[config.mk]
export PLATFORM = sky130hd
export DESIGN_NAME = mem_arb
export DESIGN_NICKNAME = d
export VERILOG_FILES = /design/src/rtl/mem_arb_pkg.sv /design/src/rtl/mem_arb_fifo.sv /design/src/rtl/mem_arb.sv
export SDC_FILE = /design/constraint.sdc
export NUM_CORES = 1
export LEC_CHECK = 0
export ABC_AREA = 0
export CORE_AREA = 2 2 104 106
export CTS_BUF_LIST = sky130_fd_sc_hd__clkbuf_8
export CTS_CLUSTER_SIZE = 12
export DETAILED_ROUTE_END_ITERATION = 7
export DIE_AREA = 0 0 106 108
export HOLD_SLACK_MARGIN = 0.06
export PLACE_DENSITY = 0.65
export SYNTH_ARGS = -nofsm -noshare
export SYNTH_HDL_FRONTEND = slang
export SYNTH_SLANG_ARGS = --single-unit
[constraint.sdc]
create_clock -name clk -period 5.56 [get_ports clk]
set_clock_uncertainty 0.05 [all_clocks]
set_input_delay 1.668 -clock clk [delete_from_list [all_inputs] [get_ports clk]]
set_output_delay 1.668 -clock clk [all_outputs]
set_load 0.02 [all_outputs]
[src/rtl/mem_arb_pkg.sv]
// -----------------------------------------------------------------------------
// mem_arb_pkg
// Purpose : Shared defaults and width helpers for the memory arbiter and its
//           read-order FIFO.
// Contents: default parameter values, port-index width (clog2 of N_PORTS,
//           never below 1) and FIFO occupancy-count width.
// -----------------------------------------------------------------------------
package mem_arb_pkg;

    localparam int unsigned DEF_N_PORTS   = 2;
    localparam int unsigned DEF_ADDR_W    = 32;
    localparam int unsigned DEF_DATA_W    = 32;
    localparam int unsigned DEF_MAX_OUTST = 4;

    // Width of a port index; a single port still needs one bit.
    function automatic int unsigned idx_w(input int unsigned n_ports);
        return (n_ports > 1) ? $clog2(n_ports) : 1;
    endfunction

    // Occupancy counter width; one extra bit so "full" (== depth) fits.
    function automatic int unsigned cnt_w(input int unsigned depth);
        return $clog2(depth) + 1;
    endfunction

endpackage

[src/rtl/mem_arb_fifo.sv]
// -----------------------------------------------------------------------------
// mem_arb_fifo
// Purpose : Order FIFO holding the requesting port index of every accepted
//           read, so responses (which return in request order) can be routed.
// Ports   : clk, rst (async, active-high)
//           push_i/din_i  - write an entry (ignored when full)
//           pop_i         - drop the head entry (ignored when empty)
//           dout_o        - head entry, valid while !empty_o
//           full_o/empty_o- occupancy flags
// -----------------------------------------------------------------------------
module mem_arb_fifo
    import mem_arb_pkg::*;
#(
    parameter int unsigned WIDTH = 1,
    parameter int unsigned DEPTH = DEF_MAX_OUTST
) (
    input  logic             clk,
    input  logic             rst,
    input  logic             push_i,
    input  logic             pop_i,
    input  logic [WIDTH-1:0] din_i,
    output logic [WIDTH-1:0] dout_o,
    output logic             full_o,
    output logic             empty_o
);

    localparam int unsigned PTR_W = $clog2(DEPTH);
    localparam int unsigned CNT_W = cnt_w(DEPTH);

    logic [WIDTH-1:0] mem_q [DEPTH];
    logic [PTR_W-1:0] wr_ptr_q, rd_ptr_q;
    logic [CNT_W-1:0] count_q;
    logic             push_ok, pop_ok;

    assign full_o  = (count_q == CNT_W'(DEPTH));
    assign empty_o = (count_q == '0);
    assign push_ok = push_i & ~full_o;
    assign pop_ok  = pop_i & ~empty_o;
    assign dout_o  = mem_q[rd_ptr_q];

    // DEPTH is a power of two, so the pointers wrap naturally.
    always_ff @(posedge clk or posedge rst) begin
        if (rst) begin
            wr_ptr_q <= '0;
            rd_ptr_q <= '0;
            count_q  <= '0;
        end else begin
            // NOTE: sequential state uses non-blocking assignments so every
            // register samples its inputs from the same pre-edge values.
            if (push_ok) wr_ptr_q <= wr_ptr_q + 1'b1;
            if (pop_ok)  rd_ptr_q <= rd_ptr_q + 1'b1;
            case ({push_ok, pop_ok})
                2'b10:   count_q <= count_q + 1'b1;
                2'b01:   count_q <= count_q - 1'b1;
                default: count_q <= count_q;
            endcase
        end
    end

    // NOTE: the storage array has no reset; validity is defined solely by the
    // pointers and count, so stale contents are never observed.
    always_ff @(posedge clk) begin
        if (push_ok) mem_q[wr_ptr_q] <= din_i;
    end

endmodule

[src/rtl/mem_arb.sv]
// -----------------------------------------------------------------------------
// mem_arb
// Purpose : Round-robin arbiter merging N_PORTS request channels onto a single
//           memory port. Reads are tracked in an order FIFO (mem_arb_fifo) so
//           in-order responses are steered back to the requesting port.
// Ports   : clk, rst (async, active-high)
//           req_i/we_i/addr_i/wdata_i - per-port requests, packed, port 0 LSBs
//           gnt_o       - per-port acceptance, same cycle as mem_gnt_i
//           rvalid_o/rdata_o - per-port response valid, shared read data
//           mem_*       - unified memory request/response interface
//           err_o       - sticky: response arrived with nothing outstanding
// Config  : define MEM_ARB_WSTRB_EN to add wstrb_i / mem_wstrb_o byte strobes.
// -----------------------------------------------------------------------------
module mem_arb
    import mem_arb_pkg::*;
#(
    parameter int unsigned N_PORTS   = DEF_N_PORTS,
    parameter int unsigned ADDR_W    = DEF_ADDR_W,
    parameter int unsigned DATA_W    = DEF_DATA_W,
    parameter int unsigned MAX_OUTST = DEF_MAX_OUTST
) (
    input  logic                        clk,
    input  logic                        rst,
    input  logic [N_PORTS-1:0]          req_i,
    input  logic [N_PORTS-1:0]          we_i,
    input  logic [N_PORTS*ADDR_W-1:0]   addr_i,
    input  logic [N_PORTS*DATA_W-1:0]   wdata_i,
`ifdef MEM_ARB_WSTRB_EN
    input  logic [N_PORTS*DATA_W/8-1:0] wstrb_i,
    output logic [DATA_W/8-1:0]         mem_wstrb_o,
`endif
    output logic [N_PORTS-1:0]          gnt_o,
    output logic [N_PORTS-1:0]          rvalid_o,
    output logic [DATA_W-1:0]           rdata_o,
    output logic                        mem_req_o,
    output logic                        mem_we_o,
    output logic [ADDR_W-1:0]           mem_addr_o,
    output logic [DATA_W-1:0]           mem_wdata_o,
    input  logic                        mem_gnt_i,
    input  logic                        mem_rvalid_i,
    input  logic [DATA_W-1:0]           mem_rdata_i,
    output logic                        err_o
);

    localparam int unsigned IDX_W  = idx_w(N_PORTS);
    localparam int unsigned STRB_W = DATA_W / 8;

    logic [IDX_W-1:0]   rr_ptr_q, rr_ptr_d;
    logic [IDX_W-1:0]   win_idx, head_idx, cand;
    logic [IDX_W:0]     sum;
    logic               win_found, issue, handshake;
    logic               push, pop, fifo_full, fifo_empty;
    logic               err_q, err_d;
    logic [N_PORTS-1:0] eligible;

    // A read is ineligible while the order FIFO is full, so it drops out of
    // the search and a later port (e.g. a write) can win in the same cycle.
    assign eligible = req_i & (we_i | {N_PORTS{~fifo_full}});

    always_comb begin
        // NOTE: every combinational output gets a default first so no path
        // leaves it unassigned, which would infer a latch.
        win_found = 1'b0;
        win_idx   = '0;
        sum       = '0;
        cand      = '0;
        for (int k = 0; k < N_PORTS; k++) begin
            // NOTE: blocking assignments here so later iterations see the
            // updated search state within the same evaluation.
            sum = {1'b0, rr_ptr_q} + (IDX_W+1)'(k);
            if (sum >= (IDX_W+1)'(N_PORTS)) sum = sum - (IDX_W+1)'(N_PORTS);
            cand = sum[IDX_W-1:0];
            if (!win_found && eligible[cand]) begin
                win_found = 1'b1;
                win_idx   = cand;
            end
        end
    end

    assign issue     = win_found & ~rst;
    assign handshake = issue & mem_gnt_i;
    assign push      = handshake & ~we_i[win_idx];
    // Responses with nothing outstanding are dropped (and flagged below).
    assign pop       = mem_rvalid_i & ~fifo_empty & ~rst;

    always_comb begin
        mem_req_o   = issue;
        mem_we_o    = 1'b0;
        mem_addr_o  = '0;
        mem_wdata_o = '0;
        gnt_o       = '0;
        if (issue) begin
            mem_we_o    = we_i[win_idx];
            mem_addr_o  = addr_i[win_idx*ADDR_W +: ADDR_W];
            mem_wdata_o = wdata_i[win_idx*DATA_W +: DATA_W];
            gnt_o[win_idx] = mem_gnt_i;
        end
    end

`ifdef MEM_ARB_WSTRB_EN
    always_comb begin
        mem_wstrb_o = '0;
        if (issue && we_i[win_idx]) mem_wstrb_o = wstrb_i[win_idx*STRB_W +: STRB_W];
    end
`endif

    always_comb begin
        rvalid_o = '0;
        rdata_o  = '0;
        if (pop) begin
            rvalid_o[head_idx] = 1'b1;
            rdata_o            = mem_rdata_i;
        end
    end

    always_comb begin
        rr_ptr_d = rr_ptr_q;
        if (handshake) begin
            rr_ptr_d = (win_idx == IDX_W'(N_PORTS - 1)) ? '0 : win_idx + 1'b1;
        end
        err_d = err_q | (mem_rvalid_i & fifo_empty);
    end

    always_ff @(posedge clk or posedge rst) begin
        if (rst) begin
            rr_ptr_q <= '0;
            err_q    <= 1'b0;
        end else begin
            rr_ptr_q <= rr_ptr_d;
            err_q    <= err_d;
        end
    end

    assign err_o = err_q;

    mem_arb_fifo #(
        .WIDTH (IDX_W),
        .DEPTH (MAX_OUTST)
    ) u_order_fifo (
        .clk     (clk),
        .rst     (rst),
        .push_i  (push),
        .pop_i   (pop),
        .din_i   (win_idx),
        .dout_o  (head_idx),
        .full_o  (fifo_full),
        .empty_o (fifo_empty)
    );

endmodule

==> impl_metrics.toml, run 1 <==
[detailed_routing]
routed-wl-met2_microns = 5138
ant_nets = 0
routed-via-count = 2716
dr_wl_met3_microns = 771
drt-total-wl_microns = 9737
wl_met1_microns = 3781
drc = 0
topRoutingLayerUsed = "met4"
wl_per_cell_microns = 14.91
drt_iter0_markers = 82
dr.pass1.iters = 6
routed_via_density = 4.159

[setup_path]
r2r_cells = 9
endpoint = "mem_addr_o[23]"
startpoint_type = "input port"
crit_path_max_fanout = 18
cp_num_cells = 7
crit_path_cell_trace = "clkdlybuf4s50_1 -> or4b_4 -> o211ai_4 -> clkbuf_16 -> mux2i_1 -> nor2_2 -> dlygate4sd2_1"
critPathSlowestCell = "or4b_4"
startpoint = "we_i[1]"
crit_family = "buffers and inverters"
worstPathRequired_ns = 3.84
r2r_setup_slack_ns = 2.92
worstReg2RegStart = "u_order_fifo.count_q[0]"
rr_endpoint = "u_order_fifo.count_q[2]"
critPathCaptureType = "primary output"
cp_slowest_stage_delay_ns = 0.56
cp.arrival_ns = 3.75
worst-setup-path-type = "input port to primary output"
worst-path-buf-inv = 3

[timing]
whs_ns = 0.4116
fin_crit_sh_pct = 98.37
setup_violations = 0
fin_ws_ns = 0.09071
period_needed_ns = 5.469
hold_violations = 0
rsz0062_at_grt = "no"
tightest_slew_ns = 0.4548
timing.fmax_mhz = 182.8
max_slew_margin_pct = 69.60
slew_viol_final = 0
tns_ns = 0

[clock_tree]
root_buffer = "clkbuf_8"
htreeDepth = 1
cts_hold_buffers = 0
cts_tree = "done"
numClockSinks = 13
cts_buffers = 3
clkLatencyLatePin_ns = 0.23
cts_setup_buffers = 0
clkTransAtPathRegs_ns = 0.05
clockBufferDepth = 2

[placement]
portBuffers = 270
place.gp.congestion = 0.7578
dp_hpwl_microns = 7923
place_area_sq_mm = 0.004912
dp_slack_ns = -0.1684

[power_and_ir_drop]
power_density_mw_per_mm2 = 199.9
ir_worst_vdd_uv = 176.3
p_total_w = 0.0009914
p_leak_nw = 2.398

[logic_synthesis]
synth_edf_count = 4
synthArstFlopShare_pct = 69.23
synth_area_sq_mm = 0.002103
synthesis.nets = 424
synth.avg_cell_area_sq_um = 8.413
seq_area_frac_synth_pct = 16.42
yosysUniqueCellTypes = 36
yosys_warnings = 0
synthFlopType = "dfrtp_1"
syn-instance-count = 250
synth-seq-cells = 13

[floorplanning]
die_area_sq_mm = 0.01145
coreArea_sq_mm = 0.01023
start_util_pct = 20.56
std_cell_rows = 37
die_h_microns = 108
ios = 271
die_w_microns = 106

[layout]
fin_area_sq_mm = 0.004960
antenna_cells = 0
drive_gt1_share_pct = 8.317
layout_common_cells = "clkdlybuf4s50_1, mux2i_1, dlygate4sd2_1"
layout_commonest_cell = "clkdlybuf4s50_1"
syn2layout_area_growth_pct = 135.8
fin_nets = 692

[global_route]
grt_pass1_wl_microns = 13370
first_global_vias = 2617
antenna_found_initial = 0
grt.total_usage_pct = 14.45
grt_max_degree = 45
grt_overflow = 0

[flow_run]
maxCapViolCount = 0

[status]
outcome = "finished clean"

[hold_path]
hold_path.class = "flop to flop"
==> flip-flops by register name, summed over array words and instances (netlist names) <==
signal                 cells
err_o                      1
rr_ptr_q                   1
u_order_fifo.count_q       3
u_order_fifo.mem_q         4
u_order_fifo.rd_ptr_q      2
u_order_fifo.wr_ptr_q      2
==> kinds of logic after synthesis <==
group / after synthesis / share of synthesized area [%]
XOR/XNOR: 6 / 2.499
AO/OA/AOI/OAI: 8 / 3.094
AND/OR/NAND/NOR: 117 / 29.62
buffers and inverters: 32 / 11.36
flip-flops: 13 / 16.42
adder cells (fa/ha/maj): 6 / 3.926
multiplexers: 68 / 33.08
==> worst register-to-register path, delay by kind of cell (launching register included) <==
family                     cells  cell delay, ns
xor gates and xnor gates       2            0.30
adders and majority gates      2            0.63
AOI/OAI and AO/OA              2            0.42
and+or+nand+nor                2            0.65
DFF                            1            0.46
buffers and inverters          1            0.06
==> what timing repair did <==
item                                    in CTS  in global routing
pin swaps                                    0                  1
cloned                                       0                  3
endpoints found under the hold margin        0                  0
gates resized for setup                     66                  2
endpoints found under the setup margin      66                 15
==> metal layers <==
| metal | global-route usage (%) | up-vias |
|---|---|---|
| li1 | - | 1357 |
| met2 | 28.06 | 124 |
| met4 | 1.598 | 0 |
| met5 | 0 | - |
| met3 | 3.858 | 4 |
| met1 | 16.25 | 1231 |
==> power breakdown <==
part	total [W]	internal [W]	switching, W
Combinational	0.000738	0.000393	0.000346
Sequential	0.000175	0.000136	0.0000398
Clock	0.0000776	0.0000484	0.0000292
Total	0.000991	0.000577	0.000415
==> synthesized netlist by cell type (2+ instances only) <==
library cell	n	area share, %
buf_12	4	3.8
nand2b_1	2	0.59
buf_4	3	1.1
mux2i_1	65	31
a21oi_1	2	0.48
xnor2_1	3	1.2
edfxtp_1	4	5.7
nor3_1	2	0.48
inv_1	13	2.3
nor2_1	52	9.3
ha_1	5	3.0
buf_2	4	0.95
clkbuf_1	3	0.54
buf_6	5	2.7
nor2_2	19	5.7
or3b_2	2	0.83
xor2_1	3	1.2
dfrtp_1	9	11
and2_1	33	9.8
==> metrics by stage <==
stage / util, % / cells
after floorplan: - / 250
final: 48.48 / 653
after global routing: 48.48 / 653
after global placement: 48.01 / 646
after CTS: 47.69 / 650
after detailed placement: 48.01 / 646
==> how the worst min path moves through the flow <==
stage	slack [ns]	startpoint	cells past startpoint	endpoint
2_1_floorplan	0.40	u_order_fifo.rd_ptr_q[1]	1	u_order_fifo.rd_ptr_q[1]
3_3_place_gp	0.39	err_o	1	err_o
3_5_place_dp	0.40	err_o	1	err_o
4_1_cts	0.41	err_o	1	err_o
5_1_grt	0.44	err_o	1	err_o
6_report	0.41	err_o	1	err_o
==> area by class of cell <==
cell class / instances / area [sq um]
repair buffers: 282 / 2820
fillers: 989 / 5271
flip-flops and latches: 13 / 345.3
multi-input cells: 205 / 1530
well taps: 136 / 170.2
inverters: 13 / 48.80
clock inverters: 1 / 3.754
clock buffers: 3 / 41.29
(Power assumes the default switching activity.)
==> inputs of run 2 (changes only) <==
--- a/config.mk
+++ b/config.mk
@@ -6,13 +6,15 @@
 export NUM_CORES = 1
 export LEC_CHECK = 0
 export ABC_AREA = 0
-export CORE_AREA = 2 2 104 106
+export CELL_PAD_IN_SITES_DETAIL_PLACEMENT = 0
+export CELL_PAD_IN_SITES_GLOBAL_PLACEMENT = 2
+export CORE_ASPECT_RATIO = 0.9
+export CORE_MARGIN = 2
+export CORE_UTILIZATION = 12
 export CTS_BUF_LIST = sky130_fd_sc_hd__clkbuf_8
-export CTS_CLUSTER_SIZE = 12
 export DETAILED_ROUTE_END_ITERATION = 7
-export DIE_AREA = 0 0 106 108
 export HOLD_SLACK_MARGIN = 0.06
-export PLACE_DENSITY = 0.65
+export PLACE_DENSITY = 0.83
 export SYNTH_ARGS = -nofsm -noshare
 export SYNTH_HDL_FRONTEND = slang
 export SYNTH_SLANG_ARGS = --single-unit
==> impl_metrics.toml, run 2 (synthesis gave the netlist of run 1 again) <==
[timing]
fin_crit_sh_pct = 97.72
rsz0062_at_grt = "no"
tns_ns = 0
max_slew_margin_pct = 71.04
setup_violations = 0
fin_ws_ns = 0.1270
period_needed_ns = 5.433
slew_viol_final = 0
hold_violations = 0
timing.fmax_mhz = 184.1
tightest_slew_ns = 0.4333

[floorplanning]
std_cell_rows = 45
die_h_microns = 129.6
die_area_sq_mm = 0.01860
coreArea_sq_mm = 0.01700
die_w_microns = 143.6
start_util_pct = 12.37
ios = 271

[power_and_ir_drop]
netSwitchingFraction_pct = 42.17
clockPowerShare_pct = 8.1
p_sw_w = 0.0004096
p_int_w = 0.0005616
seq_power_share_pct = 18.0
ir_worst_vdd_uv = 110.5
combPwrFrac_pct = 73.9
power_density_mw_per_mm2 = 193.1
p_leak_nw = 2.383
p_total_w = 0.0009711

[placement]
dp_slack_ns = -0.2165
portBuffers = 270
dp_hpwl_microns = 7739
place_area_sq_mm = 0.005059
place.gp.congestion = 0.7880

[clock_tree]
clkLatencyLatePin_ns = 0.24
cts_buffers = 3
root_buffer = "clkbuf_8"
clkTransAtPathRegs_ns = 0.05
htreeDepth = 1
cts_tree = "done"
clockBufferDepth = 2
numClockSinks = 13

[detailed_routing]
drt-total-wl_microns = 8991
dr.pass1.iters = 4
wl_per_cell_microns = 11.96
drt_iter0_markers = 93
drc = 0
ant_nets = 0
routed_via_density = 3.625
routed-via-count = 2726

[global_route]
antenna_found_initial = 0
grt_overflow = 0
grt_pass1_wl_microns = 13030
first_global_vias = 2641
grt.total_usage_pct = 8.583
grt_max_degree = 39

[setup_path]
crit_path_max_fanout = 31
critPathCaptureType = "primary output"
worstPathRequired_ns = 3.84
cp.arrival_ns = 3.72
worst-setup-path-type = "input port to primary output"
startpoint_type = "input port"

[layout]
layout_commonest_cell = "clkdlybuf4s50_1"
num-fill-cells = 1832
fin_area_sq_mm = 0.005029
syn2layout_area_growth_pct = 139.1
antenna_cells = 0
layout_common_cells = "clkdlybuf4s50_1, dlygate4sd2_1, mux2i_1"
largest_reg_flops = 4
fin_nets = 692
final_util_pct = 29.57
top_register = "u_order_fifo.mem_q"
reg.largest.list = "u_order_fifo.mem_q: 4 flops, u_order_fifo.count_q: 3 flops"
drive_gt1_share_pct = 8.511

[hold_path]
hold_path.class = "flop to flop"

[flow_run]
maxCapViolCount = 0

[status]
outcome = "finished clean"
==> run 2: cell count changes in the layout (fill, tap and decap cells not counted), sizes merged <==
cell,change
buf,+3
clkbuf,-3
clkdlybuf4s50,-2
dlygate4sd2,+2
==> run 2: through the flow <==
stage | std cells | hold WS [ns]
final | 752 | 0.3988
after global routing | 752 | 0.4379
after detailed placement | 748 | 0.3985
after global placement | 748 | 0.3974
after CTS | 752 | 0.4056
after floorplan | 250 | 0.4028
==> run 2: timing repair <==
action | CTS | global route
setup endpoints to repair | 67 | 1
resized for setup | 68 | 1
hold buffers | 0 | 0
buffers inserted | 0 | 0
==> run 2: final timing paths <==
kind                                                 end  slack (ns)                    start  cells past startpoint
worst max-delay path                       mem_addr_o[6]        0.13                  we_i[1]                      7
worst min-delay path                               err_o        0.40                    err_o                      1
worst max register to register   u_order_fifo.count_q[2]        2.89  u_order_fifo.count_q[0]                      9
worst min register to register                     err_o        0.40                    err_o                      1
max in group asynchronous       u_order_fifo.wr_ptr_q[0]        3.36                      rst                      3
min in group asynchronous        u_order_fifo.count_q[0]        1.82                      rst                      3
==> run 2: area by class of cell <==
class	count	area [sq um]	share of cell area [%]
timing repair buffer	282	2761	54.91
tap	235	294.0	5.847
clock buffer	3	41.29	0.8211
multi-input combinational	205	1534	30.51
clock inverter	1	3.754	0.07465
sequential	13	345.3	6.867
inverter	13	48.80	0.9704
==> run 2: critical path, stage by stage <==
cell and delay, ns:
clkdlybuf4s50_1 0.42, or4b_4 0.56, o211ai_4 0.14, buf_12 0.26
mux2i_1 0.24, nor2_2 0.05, dlygate4sd2_1 0.32
==> run 2: power by group through the flow <==
stage               sequential [W]  clock [W]  combinational [W]
floorplan                 0.000170          0           0.000446
global placement          0.000175          0           0.000758
detailed placement        0.000177          0           0.000767
CTS                       0.000175  0.0000804           0.000731
global route              0.000182  0.0000869           0.000778
finish                    0.000175  0.0000786           0.000717
==> run 2: metal layers <==
layer  vias up  wire length [microns]  global-route usage (%)  part of all wire [%]
met3         4                    968                   2.033                    11
met4         0                     51                  0.9804                  0.57
met5         -                      0                       0                     0
li1       1357                      -                       -                     -
met1      1208                   3494                   10.04                    39
met2       157                   4477                   16.33                    50
==> inputs of run 3 (changes only) <==
--- a/config.mk
+++ b/config.mk
@@ -15,6 +15,7 @@
 export DETAILED_ROUTE_END_ITERATION = 7
 export HOLD_SLACK_MARGIN = 0.06
 export PLACE_DENSITY = 0.83
+export REMOVE_ABC_BUFFERS = 1
 export SYNTH_ARGS = -nofsm -noshare
 export SYNTH_HDL_FRONTEND = slang
 export SYNTH_SLANG_ARGS = --single-unit
==> impl_metrics.toml, run 3 (synthesis gave the netlist of run 1 again) <==
[status]
outcome = "finished clean"

[layout]
multi_input_area_sq_mm = 0.001553
reg.largest.list = "u_order_fifo.mem_q: 4 flops, u_order_fifo.count_q: 3 flops"
antenna_cells = 0
fin_nets = 699
final_util_pct = 30.63
largest_reg_flops = 4
top_register = "u_order_fifo.mem_q"
layout_common_cells = "clkdlybuf4s50_1, mux2i_1, nor2_1"
syn2layout_area_growth_pct = 147.7
num-fill-cells = 1789
fin_area_sq_mm = 0.005209
layout_commonest_cell = "clkdlybuf4s50_1"
regArea_sq_um = 345.3
drive_gt1_share_pct = 10.50

[detailed_routing]
ant_nets = 0
wl_per_cell_microns = 14.07
drt-total-wl_microns = 10680
routed_via_density = 3.650
drc = 0
drt_iter0_markers = 71
dr.pass1.iters = 7
routed-via-count = 2770

[floorplanning]
ios = 271
die_w_microns = 143.6
die_area_sq_mm = 0.01860
coreArea_sq_mm = 0.01700
die_h_microns = 129.6
start_util_pct = 12.37
std_cell_rows = 45

[setup_path]
crit_top_cell = "buf_4"
crit_path_cell_trace = "clkdlybuf4s50_1 -> or4b_4 -> o211ai_4 -> buf_4 -> buf_8 -> mux2i_4 -> buf_4 -> nor2_1 -> buf_4"
worst-path-buf-inv = 5
cp.arrival_ns = 3.80
critPathCaptureType = "primary output"
startpoint_type = "input port"
worstPathRequired_ns = 3.84
crit_path_max_fanout = 12
cp_slowest_stage_delay_ns = 0.56
crit_family = "buffers and inverters"
worst-setup-path-type = "input port to primary output"
critPathSlowestCell = "or4b_4"

[placement]
place.gp.congestion = 0.7254
dp_hpwl_microns = 8878
portBuffers = 270
place_area_sq_mm = 0.005064

[clock_tree]
cts_tree = "done"
root_buffer = "clkbuf_8"
clkTransAtPathRegs_ns = 0.06
htreeDepth = 1
numClockSinks = 13
cts_hold_buffers = 0
cts_buffers = 3
clkLatencyLatePin_ns = 0.24
clockBufferDepth = 2

[hold_path]
hold_path.class = "flop to flop"

[timing]
slew_viol_final = 0
fin_crit_sh_pct = 99.29
rsz0062_at_grt = "yes"
setup_violations = 0
tightest_slew_ns = 0.3867
period_needed_ns = 5.521
tns_ns = 0
timing.fmax_mhz = 181.1
max_slew_margin_pct = 74.19
hold_violations = 0

[global_route]
grt-busiest-layer = "met2"
use_met1_pct = 10.89
grt_max_degree = 51
first_global_vias = 2699
use_met2_pct = 19.05
antenna_found_initial = 0
grt_util_met3_pct = 2.809
grt_overflow = 0
grt_pass1_wl_microns = 14400
grt.total_usage_pct = 9.945

[power_and_ir_drop]
ir_worst_vdd_uv = 105.3
power_density_mw_per_mm2 = 196.0
p_leak_nw = 2.645

[flow_run]
maxCapViolCount = 0
[run 3: cell types whose count changed in the layout (fill, tap and decap cells not counted), sizes merged]
| cell | change |
|---|---|
| buf | +8 |
| clkbuf | +1 |
| clkdlybuf4s15 | +1 |
| clkdlybuf4s50 | +2 |
| dlygate4sd2 | -25 |
| dlymetal6s2s | +20 |
[run 3: final cells by class]
cell class | count | area share [%]
inverter | 13 | 0.9368
tap | 235 | 5.645
multi-input combinational | 205 | 29.81
timing repair buffer | 289 | 56.11
clock buffer | 3 | 0.7927
sequential | 13 | 6.630
clock inverter | 1 | 0.07206
[run 3: power breakdown]
part	internal (W)	switching, W
Clock	0.0000486	0.0000335
Sequential	0.000135	0.0000381
Combinational	0.000409	0.000356
[run 3: worst paths after layout]
path,start,endpoint,slack (ns),cells after the start
setup / recovery,we_i[1],mem_wdata_o[31],0.04,9
hold / removal,err_o,err_o,0.42,1
setup reg to reg,u_order_fifo.count_q[0],u_order_fifo.count_q[2],2.93,9
hold reg to reg,err_o,err_o,0.42,1
max in group asynchronous,rst,rr_ptr_q,3.36,2
min in group asynchronous,rst,u_order_fifo.rd_ptr_q[0],1.82,2
[run 3: metal layers]
metal  share of wire (%)  vias to the layer above
met2                  53                      168
li1                    -                     1370
met4                 1.2                        0
met5                   0                        -
met1                  36                     1228
met3                  10                        4
[run 3: repair_timing]
action | 4_1_cts | 5_1_grt
pin swaps | 0 | 1
cloned | 0 | 1
setup endpoints to repair | 65 | 59
gates resized for setup | 46 | 31
setup buffers | 0 | 3
[run 3: stage by stage]
step                total power, W  hold WS (ns)  cells  setup slack (ns)
global route              0.001097        0.4574    759          -0.02958
CTS                       0.001013        0.4355    755           -0.1402
detailed placement       0.0009500        0.4226    751           -0.1443
floorplan                0.0005929        0.4028    231            -1.232
global placement         0.0009407        0.3979    751           -0.1312
finish                    0.001021        0.4207    759           0.03926
[run 3: worst register-to-register path, delay by kind of cell, from the launching register on]
kind                       cells  cell delay [ns]
AOI/OAI and AO/OA              2             0.43
xor gates and xnor gates       2             0.30
adders and majority gates      2             0.63
buffers and inverters          1             0.06
DFF                            1             0.45
and+or+nand+nor                2             0.65
